==> src/rtl/z80_bus_master_if.sv <==
// z80_bus_master_if
// Bundles the command/response handshake and the external Z80 bus pins of the
// bus cycle engine.
//   master modport : the engine (drives strobes, address, data, handshakes)
//   slave modport  : the command source plus the ebus pad side
// Signals:
//   cmd_*        command request (valid/ready, wr, io, inc, addr, len)
//   wr_data/next write data for the current beat and its consume pulse
//   abort        stop after the current bus cycle
//   rsp_*        read data response, done end-of-command pulse
//   bus_*        Z80 address, data, strobes and WAIT
interface z80_bus_master_if #(
  parameter int unsigned ADDR_W = 16,
  parameter int unsigned DATA_W = 8,
  parameter int unsigned LEN_W  = 8
) ();
  logic              cmd_valid;
  logic              cmd_ready;
  logic              cmd_wr;
  logic              cmd_io;
  logic              cmd_inc;
  logic [ADDR_W-1:0] cmd_addr;
  logic [LEN_W-1:0]  cmd_len;
  logic [DATA_W-1:0] wr_data;
  logic              wr_next;
  logic              abort;
  logic              rsp_valid;
  logic [DATA_W-1:0] rsp_data;
  logic              done;
  logic [ADDR_W-1:0] bus_a;
  logic [DATA_W-1:0] bus_d_out;
  logic              bus_d_oe;
  logic [DATA_W-1:0] bus_d_in;
  logic              bus_rd_n;
  logic              bus_wr_n;
  logic              bus_mreq_n;
  logic              bus_iorq_n;
  logic              bus_wait_n;

  modport master (
    input  cmd_valid, cmd_wr, cmd_io, cmd_inc, cmd_addr, cmd_len, wr_data, abort,
    input  bus_d_in, bus_wait_n,
    output cmd_ready, wr_next, rsp_valid, rsp_data, done,
    output bus_a, bus_d_out, bus_d_oe, bus_rd_n, bus_wr_n, bus_mreq_n, bus_iorq_n
  );

  modport slave (
    output cmd_valid, cmd_wr, cmd_io, cmd_inc, cmd_addr, cmd_len, wr_data, abort,
    output bus_d_in, bus_wait_n,
    input  cmd_ready, wr_next, rsp_valid, rsp_data, done,
    input  bus_a, bus_d_out, bus_d_oe, bus_rd_n, bus_wr_n, bus_mreq_n, bus_iorq_n
  );
endinterface

==> src/rtl/z80_bus_master.sv <==
// z80_bus_master
// Z80-style bus cycle engine: turns single or burst memory/I/O read/write
// commands into T1/T2/TW/T3 bus cycles with WAIT handling and sticky abort.
// Ports:
//   clk      system clock
//   reset_n  asynchronous active-low reset
//   bus_if   z80_bus_master_if.master (command, response and ebus signals)
module z80_bus_master #(
  parameter int unsigned ADDR_W       = 16,
  parameter int unsigned DATA_W       = 8,
  parameter int unsigned T_DIV        = 2,
  parameter int unsigned LEN_W        = 8,
  parameter int unsigned IO_AUTO_WAIT = 1
) (
  input  logic                     clk,
  input  logic                     reset_n,
  z80_bus_master_if.master         bus_if
);
  localparam int unsigned CNT_W = $clog2(2 * T_DIV);
  localparam logic [CNT_W-1:0] CNT_LAST   = CNT_W'(2 * T_DIV - 1);
  localparam logic [CNT_W-1:0] CNT_SECOND = CNT_W'(T_DIV);
  localparam logic [CNT_W-1:0] CNT_MID    = CNT_W'(T_DIV - 1);

  localparam logic [2:0] S_IDLE = 3'd0;
  localparam logic [2:0] S_T1   = 3'd1;
  localparam logic [2:0] S_T2   = 3'd2;
  localparam logic [2:0] S_TW   = 3'd3;
  localparam logic [2:0] S_T3   = 3'd4;

  logic [2:0]        r_state;
  logic [CNT_W-1:0]  r_cnt;
  logic [1:0]        r_fw;       // forced Tw states still owed, incl. current one
  logic              r_wr;
  logic              r_io;
  logic              r_inc;
  logic              r_abort;
  logic [ADDR_W-1:0] r_addr;
  logic [LEN_W-1:0]  r_beats;
  logic [DATA_W-1:0] r_wdata;
  logic [DATA_W-1:0] r_rsp_data;
  logic [DATA_W-1:0] r_d_out;
  logic              r_d_oe;
  logic              r_rd_n;
  logic              r_wr_n;
  logic              r_mreq_n;
  logic              r_iorq_n;

  logic [2:0]        w_state_d;
  logic [CNT_W-1:0]  w_cnt_d;
  logic [1:0]        w_fw_d;
  logic              w_cnt_last;
  logic              w_accept;
  logic              w_end_t3;
  logic              w_next_beat;
  logic              w_capture;
  logic              w_strobe_d;
  logic              w_oe_d;

  // reset_n gates accept so no handshake pulse can appear while held in reset
  assign w_accept    = bus_if.cmd_valid && (r_state == S_IDLE) && reset_n;
  assign w_cnt_last  = (r_cnt == CNT_LAST);
  assign w_end_t3    = (r_state == S_T3) && w_cnt_last;
  assign w_next_beat = w_end_t3 && (r_beats != '0) && !(r_abort || bus_if.abort);
  assign w_capture   = (r_state == S_T3) && (r_cnt == CNT_MID) && !r_wr;

  always_comb begin
    w_state_d = r_state;
    w_fw_d    = r_fw;
    w_cnt_d   = (r_state == S_IDLE || w_cnt_last) ? '0 : r_cnt + 1'b1;
    if (r_state == S_IDLE) begin
      if (w_accept) w_state_d = S_T1;
    end else if (w_cnt_last) begin
      case (r_state)
        S_T1: w_state_d = S_T2;
        S_T2: begin
          if (r_io && (IO_AUTO_WAIT > 0)) begin
            w_state_d = S_TW;
            w_fw_d    = 2'(IO_AUTO_WAIT);
          end else if (!bus_if.bus_wait_n) begin
            w_state_d = S_TW;
            w_fw_d    = 2'd0;
          end else begin
            w_state_d = S_T3;
          end
        end
        S_TW: begin
          // WAIT is only honoured once the forced states have elapsed
          if (r_fw > 2'd1) begin
            w_fw_d = r_fw - 2'd1;
          end else begin
            w_fw_d = 2'd0;
            if (bus_if.bus_wait_n) w_state_d = S_T3;
          end
        end
        S_T3:    w_state_d = w_next_beat ? S_T1 : S_IDLE;
        default: w_state_d = S_IDLE;
      endcase
    end
  end

  // Bus pins are registered from the next state so strobes are glitch-free
  assign w_strobe_d = (w_state_d == S_T2) || (w_state_d == S_TW) ||
                      ((w_state_d == S_T3) && (w_cnt_d < CNT_SECOND));
  assign w_oe_d     = r_wr && (((w_state_d == S_T1) && (w_cnt_d >= CNT_SECOND)) ||
                      (w_state_d == S_T2) || (w_state_d == S_TW) || (w_state_d == S_T3));

  always_ff @(posedge clk or negedge reset_n) begin
    if (!reset_n) begin
      r_state    <= S_IDLE;
      r_cnt      <= '0;
      r_fw       <= 2'd0;
      r_wr       <= 1'b0;
      r_io       <= 1'b0;
      r_inc      <= 1'b0;
      r_abort    <= 1'b0;
      r_addr     <= '0;
      r_beats    <= '0;
      r_wdata    <= '0;
      r_rsp_data <= '0;
      r_d_out    <= '0;
      r_d_oe     <= 1'b0;
      r_rd_n     <= 1'b1;
      r_wr_n     <= 1'b1;
      r_mreq_n   <= 1'b1;
      r_iorq_n   <= 1'b1;
    end else begin
      r_state  <= w_state_d;
      r_cnt    <= w_cnt_d;
      r_fw     <= w_fw_d;
      r_d_oe   <= w_oe_d;
      r_rd_n   <= !(w_strobe_d && !r_wr);
      r_wr_n   <= !(w_strobe_d && r_wr);
      r_mreq_n <= !(w_strobe_d && !r_io);
      r_iorq_n <= !(w_strobe_d && r_io);
      if (w_oe_d) r_d_out <= r_wdata;
      if (w_capture) r_rsp_data <= bus_if.bus_d_in;

      if (w_accept) begin
        r_wr    <= bus_if.cmd_wr;
        r_io    <= bus_if.cmd_io;
        r_inc   <= bus_if.cmd_inc;
        r_addr  <= bus_if.cmd_addr;
        r_beats <= bus_if.cmd_len;
        r_wdata <= bus_if.wr_data;
      end else if (w_next_beat) begin
        r_beats <= r_beats - 1'b1;
        if (r_inc) r_addr <= r_addr + 1'b1;
        if (r_wr) r_wdata <= bus_if.wr_data;
      end

      if (w_end_t3 && !w_next_beat) begin
        r_abort <= 1'b0;
      end else if ((r_state != S_IDLE) && bus_if.abort) begin
        r_abort <= 1'b1;
      end
    end
  end

  assign bus_if.cmd_ready  = (r_state == S_IDLE);
  assign bus_if.wr_next    = (w_accept && bus_if.cmd_wr) || (w_next_beat && r_wr);
  assign bus_if.done       = w_end_t3 && !w_next_beat;
  assign bus_if.rsp_valid  = w_capture;
  assign bus_if.rsp_data   = w_capture ? bus_if.bus_d_in : r_rsp_data;
  assign bus_if.bus_a      = r_addr;
  assign bus_if.bus_d_out  = r_d_out;
  assign bus_if.bus_d_oe   = r_d_oe;
  assign bus_if.bus_rd_n   = r_rd_n;
  assign bus_if.bus_wr_n   = r_wr_n;
  assign bus_if.bus_mreq_n = r_mreq_n;
  assign bus_if.bus_iorq_n = r_iorq_n;
endmodule
==> src/flat_wrapper.sv <==
// flat-port wrapper written by rule: the top's interface ports become plain ports
module z80_bus_master_flat 
#(
  parameter int unsigned ADDR_W       = 16,
  parameter int unsigned DATA_W       = 8,
  parameter int unsigned T_DIV        = 2,
  parameter int unsigned LEN_W        = 8,
  parameter int unsigned IO_AUTO_WAIT = 1
)
  (clk, reset_n, bus_if_cmd_valid, bus_if_cmd_wr, bus_if_cmd_io, bus_if_cmd_inc, bus_if_cmd_addr, bus_if_cmd_len, bus_if_wr_data, bus_if_abort, bus_if_bus_d_in, bus_if_bus_wait_n, bus_if_cmd_ready, bus_if_wr_next, bus_if_rsp_valid, bus_if_rsp_data, bus_if_done, bus_if_bus_a, bus_if_bus_d_out, bus_if_bus_d_oe, bus_if_bus_rd_n, bus_if_bus_wr_n, bus_if_bus_mreq_n, bus_if_bus_iorq_n);
  z80_bus_master_if #(.ADDR_W(ADDR_W), .DATA_W(DATA_W), .LEN_W(LEN_W)) bus_if_i ();
  input  logic clk;
  input  logic reset_n;
  input wire logic [$bits(bus_if_i.cmd_valid)-1:0] bus_if_cmd_valid;
  input wire logic [$bits(bus_if_i.cmd_wr)-1:0] bus_if_cmd_wr;
  input wire logic [$bits(bus_if_i.cmd_io)-1:0] bus_if_cmd_io;
  input wire logic [$bits(bus_if_i.cmd_inc)-1:0] bus_if_cmd_inc;
  input wire logic [$bits(bus_if_i.cmd_addr)-1:0] bus_if_cmd_addr;
  input wire logic [$bits(bus_if_i.cmd_len)-1:0] bus_if_cmd_len;
  input wire logic [$bits(bus_if_i.wr_data)-1:0] bus_if_wr_data;
  input wire logic [$bits(bus_if_i.abort)-1:0] bus_if_abort;
  input wire logic [$bits(bus_if_i.bus_d_in)-1:0] bus_if_bus_d_in;
  input wire logic [$bits(bus_if_i.bus_wait_n)-1:0] bus_if_bus_wait_n;
  output wire logic [$bits(bus_if_i.cmd_ready)-1:0] bus_if_cmd_ready;
  output wire logic [$bits(bus_if_i.wr_next)-1:0] bus_if_wr_next;
  output wire logic [$bits(bus_if_i.rsp_valid)-1:0] bus_if_rsp_valid;
  output wire logic [$bits(bus_if_i.rsp_data)-1:0] bus_if_rsp_data;
  output wire logic [$bits(bus_if_i.done)-1:0] bus_if_done;
  output wire logic [$bits(bus_if_i.bus_a)-1:0] bus_if_bus_a;
  output wire logic [$bits(bus_if_i.bus_d_out)-1:0] bus_if_bus_d_out;
  output wire logic [$bits(bus_if_i.bus_d_oe)-1:0] bus_if_bus_d_oe;
  output wire logic [$bits(bus_if_i.bus_rd_n)-1:0] bus_if_bus_rd_n;
  output wire logic [$bits(bus_if_i.bus_wr_n)-1:0] bus_if_bus_wr_n;
  output wire logic [$bits(bus_if_i.bus_mreq_n)-1:0] bus_if_bus_mreq_n;
  output wire logic [$bits(bus_if_i.bus_iorq_n)-1:0] bus_if_bus_iorq_n;
  assign bus_if_i.cmd_valid = bus_if_cmd_valid;
  assign bus_if_i.cmd_wr = bus_if_cmd_wr;
  assign bus_if_i.cmd_io = bus_if_cmd_io;
  assign bus_if_i.cmd_inc = bus_if_cmd_inc;
  assign bus_if_i.cmd_addr = bus_if_cmd_addr;
  assign bus_if_i.cmd_len = bus_if_cmd_len;
  assign bus_if_i.wr_data = bus_if_wr_data;
  assign bus_if_i.abort = bus_if_abort;
  assign bus_if_i.bus_d_in = bus_if_bus_d_in;
  assign bus_if_i.bus_wait_n = bus_if_bus_wait_n;
  assign bus_if_cmd_ready = bus_if_i.cmd_ready;
  assign bus_if_wr_next = bus_if_i.wr_next;
  assign bus_if_rsp_valid = bus_if_i.rsp_valid;
  assign bus_if_rsp_data = bus_if_i.rsp_data;
  assign bus_if_done = bus_if_i.done;
  assign bus_if_bus_a = bus_if_i.bus_a;
  assign bus_if_bus_d_out = bus_if_i.bus_d_out;
  assign bus_if_bus_d_oe = bus_if_i.bus_d_oe;
  assign bus_if_bus_rd_n = bus_if_i.bus_rd_n;
  assign bus_if_bus_wr_n = bus_if_i.bus_wr_n;
  assign bus_if_bus_mreq_n = bus_if_i.bus_mreq_n;
  assign bus_if_bus_iorq_n = bus_if_i.bus_iorq_n;
  z80_bus_master #(.ADDR_W(ADDR_W), .DATA_W(DATA_W), .T_DIV(T_DIV), .LEN_W(LEN_W), .IO_AUTO_WAIT(IO_AUTO_WAIT)) u_core (.clk(clk), .reset_n(reset_n), .bus_if(bus_if_i));
endmodule
==> config.mk <==
export PLATFORM = sky130hd
export DESIGN_NAME = z80_bus_master_flat
export DESIGN_NICKNAME = d
export VERILOG_FILES = /design/src/rtl/z80_bus_master_if.sv /design/src/rtl/z80_bus_master.sv /design/src/flat_wrapper.sv
export SDC_FILE = /design/constraint.sdc
export NUM_CORES = 1
export LEC_CHECK = 0
export CORE_ASPECT_RATIO = 0.9
export CORE_MARGIN = 2
export CORE_UTILIZATION = 52
export DETAILED_ROUTE_END_ITERATION = 12
export PLACE_DENSITY = 0.86
export SLEW_MARGIN = 20
export SYNTH_ARGS = -nofsm -noshare
export SYNTH_HDL_FRONTEND = slang
export SYNTH_SLANG_ARGS = --single-unit
==> constraint.sdc <==
create_clock -name clk -period 4.05 [get_ports clk]
set_input_delay 0.405 -clock clk [delete_from_list [all_inputs] [get_ports clk]]
set_output_delay 0.405 -clock clk [all_outputs]
set_load 0.005 [all_outputs]
==> results.md, run 1 <==
- The placeable core area is 0.006013 sq mm.
- The launch point of the worst reg-to-reg path is u_core.r_cnt[0].
- The final HPWL from detailed placement is 5389 um.
- In this run the worst path has a maximum fanout of 9.
- Sequential elements use 50.39% of the synthesized area.
- The path class of the lowest-slack min-delay path is flip-flop to flip-flop.
- The number of synthesized flops with an enable pin is 0.
- In this run the cell area of the synthesized design comes to 0.003188 sq mm.
- Power spread over the standard cell area amounts to 682.2 mW/mm^2.
- Setup repair after global routing left no endpoint under its margin.
- The worst hold path startpoint is u_core.r_wr.
- After synthesis, the largest area contributor takes up 47.10% of total cell area.
- The main flop type after synthesis is sky130_fd_sc_hd__dfrtp_1.
- CTS built an H-tree with a depth of 3.
- sky130_fd_sc_hd__dfrtp_1 takes more of the synthesized area than any other cell.
- When the netlist entered floorplanning its net count stood at 353.
- The path with the worst hold slack has its endpoint at u_core.bus_if.bus_wr_n.
- After global routing the overflow that remains totals 0.
- CTS saw 64 sinks.
- CTS placed an instance of sky130_fd_sc_hd__clkbuf_8 at the clock tree root.
- The number of buffers inserted by port buffering is 88.
- Across the routed clock network, the largest skew measured is 0.006425 ns.
- For this configuration, the core starts out at a cell density of 53.02%.
- The static power due to leakage is 0.001781 uW.
- The die is 78.28 um tall.
- At the later pin of the worst-skew pair, clock insertion delay measures 0.34 ns.
- The cell depth of the worst min-delay path is 1.
- The final wirelength is 7559 um.
- Once layout is complete, the utilization of the core stands at 71.83%.
- The number of gates resized after CTS is 0.
- For the worst setup path, the data arrival time is 2.71 ns.
- After layout, the worst path uses 76.93% of the clock period.
- After synthesis the netlist holds a flip-flop and latch count of 64.
- By area the synthesized netlist is led by sky130_fd_sc_hd__dfrtp_1 (47%), sky130_fd_sc_hd__mux2_2 (6.0%), sky130_fd_sc_hd__nand2_1 (4.0%), sky130_fd_sc_hd__mux2_4 (3.8%), sky130_fd_sc_hd__dfstp_2 (3.3%).
- The first TritonRoute pass finished after 4 iterations.
- The actual slew at the worst max-slew pin is 0.8592 ns.
- The worst register-to-register path ends at u_core.bus_if.bus_a[13].
- The length of routed met2 wiring is 3808 um.
- The type of the setup path with the least slack is flip-flop to output port.
- The worst slew margin relative to its limit is 42.66%.
- Counting distinct cell types in the post-synthesis netlist gives 54.
- The number of setup violations in the final report is 0.
- Derived from the worst setup path, the maximum achievable clock frequency is 321.0 MHz.
- After technology mapping, the gate count stands at 301.
- Across all layers, the routed design uses 2,692 vias.
- Max-cap violations in this run came to 0.
- Timing analysis after detailed placement gives a worst setup slack of 1.334 ns.
- The TritonCTS clock tree is built.
- In this run, the number of DRC markers left after iteration 0 of detailed routing was 123.
- The peak supply drop is 293.3 uV.
- Entering global routing, the biggest net connects 51 pins.
- STA classifies the critical path startpoint as a flip-flop.
- The chip width is 86.54 um.
- For the final routed database, the setup TNS stands at 0 ns.
- The final-report max-slew violation count is 0.
- The sort of element at the end of the critical path is an output port.
- Setup slack on the critical path of the routed design comes to 0.9344 ns.
- After clock tree synthesis, the clock-pin slew on the worst setup and hold paths is 0.06 ns.
- The growth of design area from synthesis to finish is 35.48%.
- The highest layer touched by signal routing is met4.
- The average wire per standard cell is 16.26 um.
- The via count of the first global-routing pass is 2,697.
- The routed length on met3 is 362 um.
- The number of buffers between clock root and the deepest sink is 2.
- The Yosys warning count is 0.
- The global-route wire length before repair is 12,630 um.
- The minimum setup slack among reg-to-reg paths is 1.47 ns.
- The clock period could shrink to 3.116 ns.
- The number of remaining DRC errors is 0.
- For the worst setup path, the data required time is 3.64 ns.
- The I/O pin count is 89.
- The synthesized area divided by synthesized cell count is 10.59 sq um.
- The count of cells along the worst register-to-register path is 5.
- Yosys instantiated no cell more often than sky130_fd_sc_hd__dfrtp_1.
- Routability-driven placement finished with a final weighted congestion of 0.8925.
- The via count normalized by instance count is 5.789.
- The detailed router put a total of 3205 um of wire on met1.
- In the final layout, the share of cells above drive strength 1 is 14.50%.
- By count the netlist is led by sky130_fd_sc_hd__dfrtp_1 (60), sky130_fd_sc_hd__nand2_1 (34), sky130_fd_sc_hd__o21ai_0 (18).
- The sum of internal, switching and leakage power is 2947 uW.
- The final hold violation count was 0.
- The clock buffer count from CTS is 9.
- Global routing used 23.77% of the available tracks across all layers.
- The floorplan has 27 rows.
- The final net count is 441.
- The area of the die is 0.006774 sq mm.
- 0 antenna diodes ended up in the layout.
- The initial antenna violation count came to 0.
- The flow ran to the end, and the final reports show no timing, DRC or antenna violations.
- The count of antenna-violating nets left after detailed routing is 0.
- In the synthesized netlist the async set-or-reset flop fraction comes to 100.0%.
## report_power, final
part / total [uW] / leakage, uW / switching (uW) / internal (uW)
Combinational: 1170 / 0.000922 / 471 / 702
Sequential: 1210 / 0.000751 / 266 / 945
Clock: 563 / 0.000108 / 234 / 329
Total: 2950 / 0.00178 / 971 / 1980
## worst max-delay path, stage by stage, from the launching register on
cell,delay [ns]
sky130_fd_sc_hd__dfrtp_1,0.44
sky130_fd_sc_hd__or4_1,0.75
sky130_fd_sc_hd__o211ai_4,0.39
sky130_fd_sc_hd__and4_1,0.28
sky130_fd_sc_hd__clkdlybuf4s50_1,0.51
## worst max-delay path by stage
stage	startpoint	to	slack, ns
floorplan	u_core.r_beats[0]	bus_if_done	2.00
global route	u_core.r_state[0]	bus_if_rsp_data[4]	0.83
finish	u_core.r_beats[3]	bus_if_done	0.93
global placement	u_core.r_beats[3]	bus_if_done	1.39
CTS	u_core.r_beats[3]	bus_if_done	0.93
detailed placement	u_core.r_beats[3]	bus_if_done	1.33
## layer usage
metal,vias to the layer above,GRT usage (%)
li1,1272,-
met1,1313,29.09
met2,91,39.69
met3,16,7.150
met4,0,8.594
met5,-,0
## cells by family (layout without fill, tap and decap cells)
group / Yosys count / in the layout / synth area share (%)
fa+ha+maj: 4 / 4 / 1.570
simple gates: 108 / 108 / 18.21
xor+xnor: 4 / 4 / 1.099
flops: 64 / 64 / 50.39
buf+inv: 29 / 121 / 3.925
compound gates: 64 / 64 / 14.09
mux: 28 / 28 / 10.71
## area by class of cell
type,count,area (sq um)
Tap cell,72,90.09
Fill cell,443,1694
Inverter,14,52.55
Timing Repair Buffer,92,908.4
Clock buffer,12,165.2
Multi-Input combinational cell,208,1456
Sequential cell,64,1607
Clock inverter,3,40.04
## placed cells by master, fill, tap and decap left out, drive strengths merged, types with 2 or more instances in the layout
master,count
mux2i,3
o31ai,3
nand2,34
o21ai,21
dfstp,4
o2111ai,3
nor2b,3
ha,4
o31a,2
dfrtp,60
o211ai,6
inv,13
xor2,2
nand3,10
a21boi,2
a31oi,13
buf,4
nor2,17
nor3,3
or4,6
xnor2,2
and2,3
o311ai,2
clkinv,3
or4b,2
mux2,25
nand4,6
or3,10
clkbuf,12
and4,4
nand2b,2
clkdlybuf4s50,87
a21oi,7
## per-stage QoR
step	hold WS, ns	instance area [sq um]	cells
4_1_cts	0.4711	4319	465
5_1_grt	0.4869	4319	465
2_1_floorplan	0.1094	3188	301
6_report	0.4635	4319	465
3_3_place_gp	0.3225	4104	449
3_5_place_dp	0.3300	4104	449
## state kept, by name, summed over array words and instances, names as in the netlist
signal,count
u_core.bus_if.bus_a,16
u_core.bus_if.bus_d_out,8
u_core.r_beats,8
u_core.r_rsp_data,8
u_core.r_wdata,8
u_core.r_state,3
u_core.r_cnt,2
u_core.r_fw,2
u_core.bus_if.bus_d_oe,1
u_core.bus_if.bus_iorq_n,1
u_core.bus_if.bus_mreq_n,1
u_core.bus_if.bus_rd_n,1
u_core.bus_if.bus_wr_n,1
u_core.r_abort,1
u_core.r_inc,1
u_core.r_io,1
u_core.r_wr,1
## what timing repair did
| item | in CTS | in global routing |
|---|---|---|
| hold buffers | 1 | 0 |
| hold endpoints to repair | 12 | 0 |
| buffers inserted | 0 | 0 |
Note: power is estimated with default switching activity, not from simulation.
==> run 2, diff against run 1 <==
CORE_UTILIZATION = 48   (was 52)
PLACE_DENSITY = 0.8   (was 0.86)
clock period = 3.3 ns   (was 4.05 ns; I/O delays follow)
==> run 2 against run 1 <==
Die area increased by 7.9%. Critical path type unchanged. Count of clock-buffer cells in the layout down 3. Critical endpoint unchanged. First-iteration DRC count increased by 30%. Clock power up 35%. Global-route usage decreased by 2.6 points. Worst hold slack worse by 0.0018 ns. Largest power group unchanged. Sequential share of layout area fell by 0.37 points. Non-clock buffer count unchanged. Clock skew grew 0.0019 ns. Combinational power is 23% higher. Core utilization down 4.9 points.
==> results.md, run 2 (synthesis gave the netlist of run 1 again) <==
- The flow ran to the end, and the final reports show no timing, DRC or antenna violations.
- The worst slack at placement came to 0.6873 ns (-0.6468 ns).
- The switching share of power is 33.32% (+0.38 points).
- The global route total overflow is 0 (unchanged).
- The clock transition time at the flip-flop clock pins of the worst setup and hold paths is 0.07 ns (about the same).
- The overall fraction of global-route tracks in use is 21.18% (-2.6 points).
- The relative contribution of combinational cells to total power was 39.2% (-0.6 points).
- The average wire per standard cell is 15.46 um (-4.9%).
- The arrival time of data at the critical path endpoint is 2.65 ns (-0.06 ns).
- The via count of the first global-routing pass came to 2,543 (-5.7%).
- The switching power of the nets is 1226 uW (+26%).
- In the finished design, the share of the clock period the worst path needs comes to 90.25%.
- The number of DRC markers in iteration 0 is 160 (+30%).
- The number of flip-flops under the largest register name is 16 (unchanged).
- The static power due to leakage is 0.001783 uW (+0.12%).
- The total internal power is 2453 uW (+24%).
- The area of the die was 0.007311 sq mm (+7.9%).
- The starting utilization of the core area was 48.92% (-4.1 points).
- The I/O pin count is 89 (unchanged).
- The number of gates resized after CTS is 0 (unchanged).
- The final HPWL from detailed placement came to 5320 um (-1.3%).
- The final hold violation count came to 0 (unchanged).
- The worst clock skew on the final layout is 0.008337 ns (+0.001913 ns).
- The data required time at the worst endpoint is 2.97 ns (-0.67 ns).
- The count of max-cap constraint violations is 0 (unchanged).
- The worst setup slack after layout is 0.3218 ns (-0.6125 ns).
- The via count came to 2,681 (-0.41%).
- The worst slew margin relative to its limit is 45.32% (+2.7 points).
- The cell total after placement is 467 (+4.0%).
- The sort of element at the end of the critical path is an output port.
- The largest driver fanout on the critical path is 9 (unchanged).
- The number of H-tree levels came to 3 (unchanged).
- The clock buffer count from CTS is 9 (unchanged).
- The placeable core area is 0.006516 sq mm (+8.4%).
- The growth of design area from synthesis to finish is 36.85%.
- The weighted congestion reported at the end of routability-driven placement is 0.8057 (-9.7%).
- The setup path with the least slack is of type flip-flop to output port.
- The buffer type at the clock tree root is sky130_fd_sc_hd__clkbuf_8.
- The category of the worst setup path launch point is a flip-flop.
- The first-pass iteration count of the detailed router is 5 (+1).
- The count of clock tree sinks is 64 (unchanged).
- The sum of internal, switching and leakage power is 3678 uW (+25%).
- The vertical die dimension is 81.32 um (+3.9%).
- The via count normalized by instance count is 5.539 (-4.3%).
- The commonest non-fill, non-tap cell in the layout is sky130_fd_sc_hd__clkdlybuf4s50_1.
- The minimum period implied by the final worst setup slack is 2.978 ns.
- The ratio of cells with drive above 1 in the final layout is 14.72% (+0.22 points).
- The filler-free cell count of the finished design is 484 (+4.1%).
- The number of buffers between clock root and the deepest sink was 2 (unchanged).
- The peak supply drop is 503.1 uV (+72%).
- The number of buffers inserted by port buffering is 88 (unchanged).
- The maximum number of pins on one net before global-route repair is 50 (-2.0%).
- Derived from the worst setup path, the maximum achievable clock frequency is 335.8 MHz.
- The number of filler instances in the final layout was 533 (+20%).
- The relative contribution of sequential cells to total power is 40.2% (-0.9 points).
- The insertion delay of the later-clocked pin in the worst-skew pair is 0.34 ns (about the same).
- The chip width was 89.91 um (+3.9%).
- The actual slew at the worst max-slew pin is 0.8194 ns (-0.03980 ns).
- The top cell types in the final layout, fill and taps aside, are sky130_fd_sc_hd__clkdlybuf4s50_1 (87), sky130_fd_sc_hd__dfrtp_1 (60), sky130_fd_sc_hd__nand2_1 (34).
- The final wirelength is 7481 um (-1.0%).
- Setup repair after global routing left no endpoint under its margin.
- The number of placement rows came to 28 (+3.7%).
- The number of antenna cells inserted was 0 (unchanged).
- The final-report max-slew violation count was 0 (unchanged).
- The final net count is 441 (unchanged).
- The count of antenna-violating nets left after detailed routing is 0 (unchanged).
- The path class of the lowest-slack min-delay path is primary input to asynchronous set/reset pin.
- The number of remaining DRC errors is 0 (unchanged).
- The power density over the cells was 843.0 mW/mm^2 (+24%).
- The initial antenna violation count is 0 (unchanged).
- The number of setup violations in the final report is 0 (unchanged).
- The global-route wire length before repair is 12,300 um (-2.6%).
- The TritonCTS clock tree is built.
- The part of the total power dissipated in the clock network is 20.6% (+1.5 points).
- The total negative slack is 0 ns (unchanged).
-- run 2: metal layers --
metal,up-vias,part of all wire [%],global-route usage (%)
met1,1336,46,27.27
met4,0,0.68,4.615
met5,-,0,0
met3,7,3.5,5.751
li1,1281,-,-
met2,57,50,36.52
-- run 2: what timing repair did --
action	in CTS	in global routing
hold endpoints to repair	15	0
hold buffers	1	0
setup buffers	0	0
-- run 2: per-stage QoR --
| stage | util (%) | area, sq um | hold WS (ns) |
|---|---|---|---|
| after detailed placement | 63.33 | 4126 | 0.2763 |
| after CTS | 66.95 | 4363 | 0.4549 |
| after floorplan | - | 3188 | 0.03441 |
| after global routing | 66.95 | 4363 | 0.4615 |
| final | 66.95 | 4363 | 0.4617 |
| after global placement | 63.33 | 4126 | 0.2835 |
-- run 2: area by class of cell --
class | count | area (sq um) | area share (%)
clock buffers | 9 | 123.9 | 2.839
clock inverters | 7 | 102.6 | 2.352
inverters | 14 | 52.55 | 1.204
multi-input cells | 208 | 1456 | 33.38
flip-flops and latches | 64 | 1607 | 36.82
well taps | 90 | 112.6 | 2.581
repair buffers | 92 | 908.4 | 20.82
-- run 2: path summary, 6_finish.rpt --
path                                        start                 endpoint  slack, ns  depth (start not counted)
max in group asynchronous                 reset_n     u_core.r_rsp_data[4]       1.89                          3
min in group clk                      u_core.r_wr   u_core.bus_if.bus_wr_n       0.48                          1
worst min register to register        u_core.r_wr   u_core.bus_if.bus_wr_n       0.48                          1
worst max-delay path            u_core.r_beats[3]              bus_if_done       0.32                          4
worst min-delay path                      reset_n        u_core.r_state[1]       0.46                          2
worst max register to register    u_core.r_cnt[0]  u_core.bus_if.bus_a[13]       0.78                          5
-- run 2: worst max-delay path, stage by stage (launching register included) --
cell and delay (ns):
sky130_fd_sc_hd__dfrtp_1 0.44, sky130_fd_sc_hd__or4_1 0.73, sky130_fd_sc_hd__o211ai_4 0.37, sky130_fd_sc_hd__and4_1 0.26, sky130_fd_sc_hd__clkdlybuf4s50_1 0.50
-- run 2: power groups by stage --
stage | clock (uW) | combinational (uW) | sequential [uW]
after floorplan | 0 | 815 | 1390
after detailed placement | 0 | 1450 | 1480
final | 758 | 1440 | 1480
after CTS | 775 | 1460 | 1480
after global placement | 0 | 1400 | 1460
after global routing | 817 | 1590 | 1530
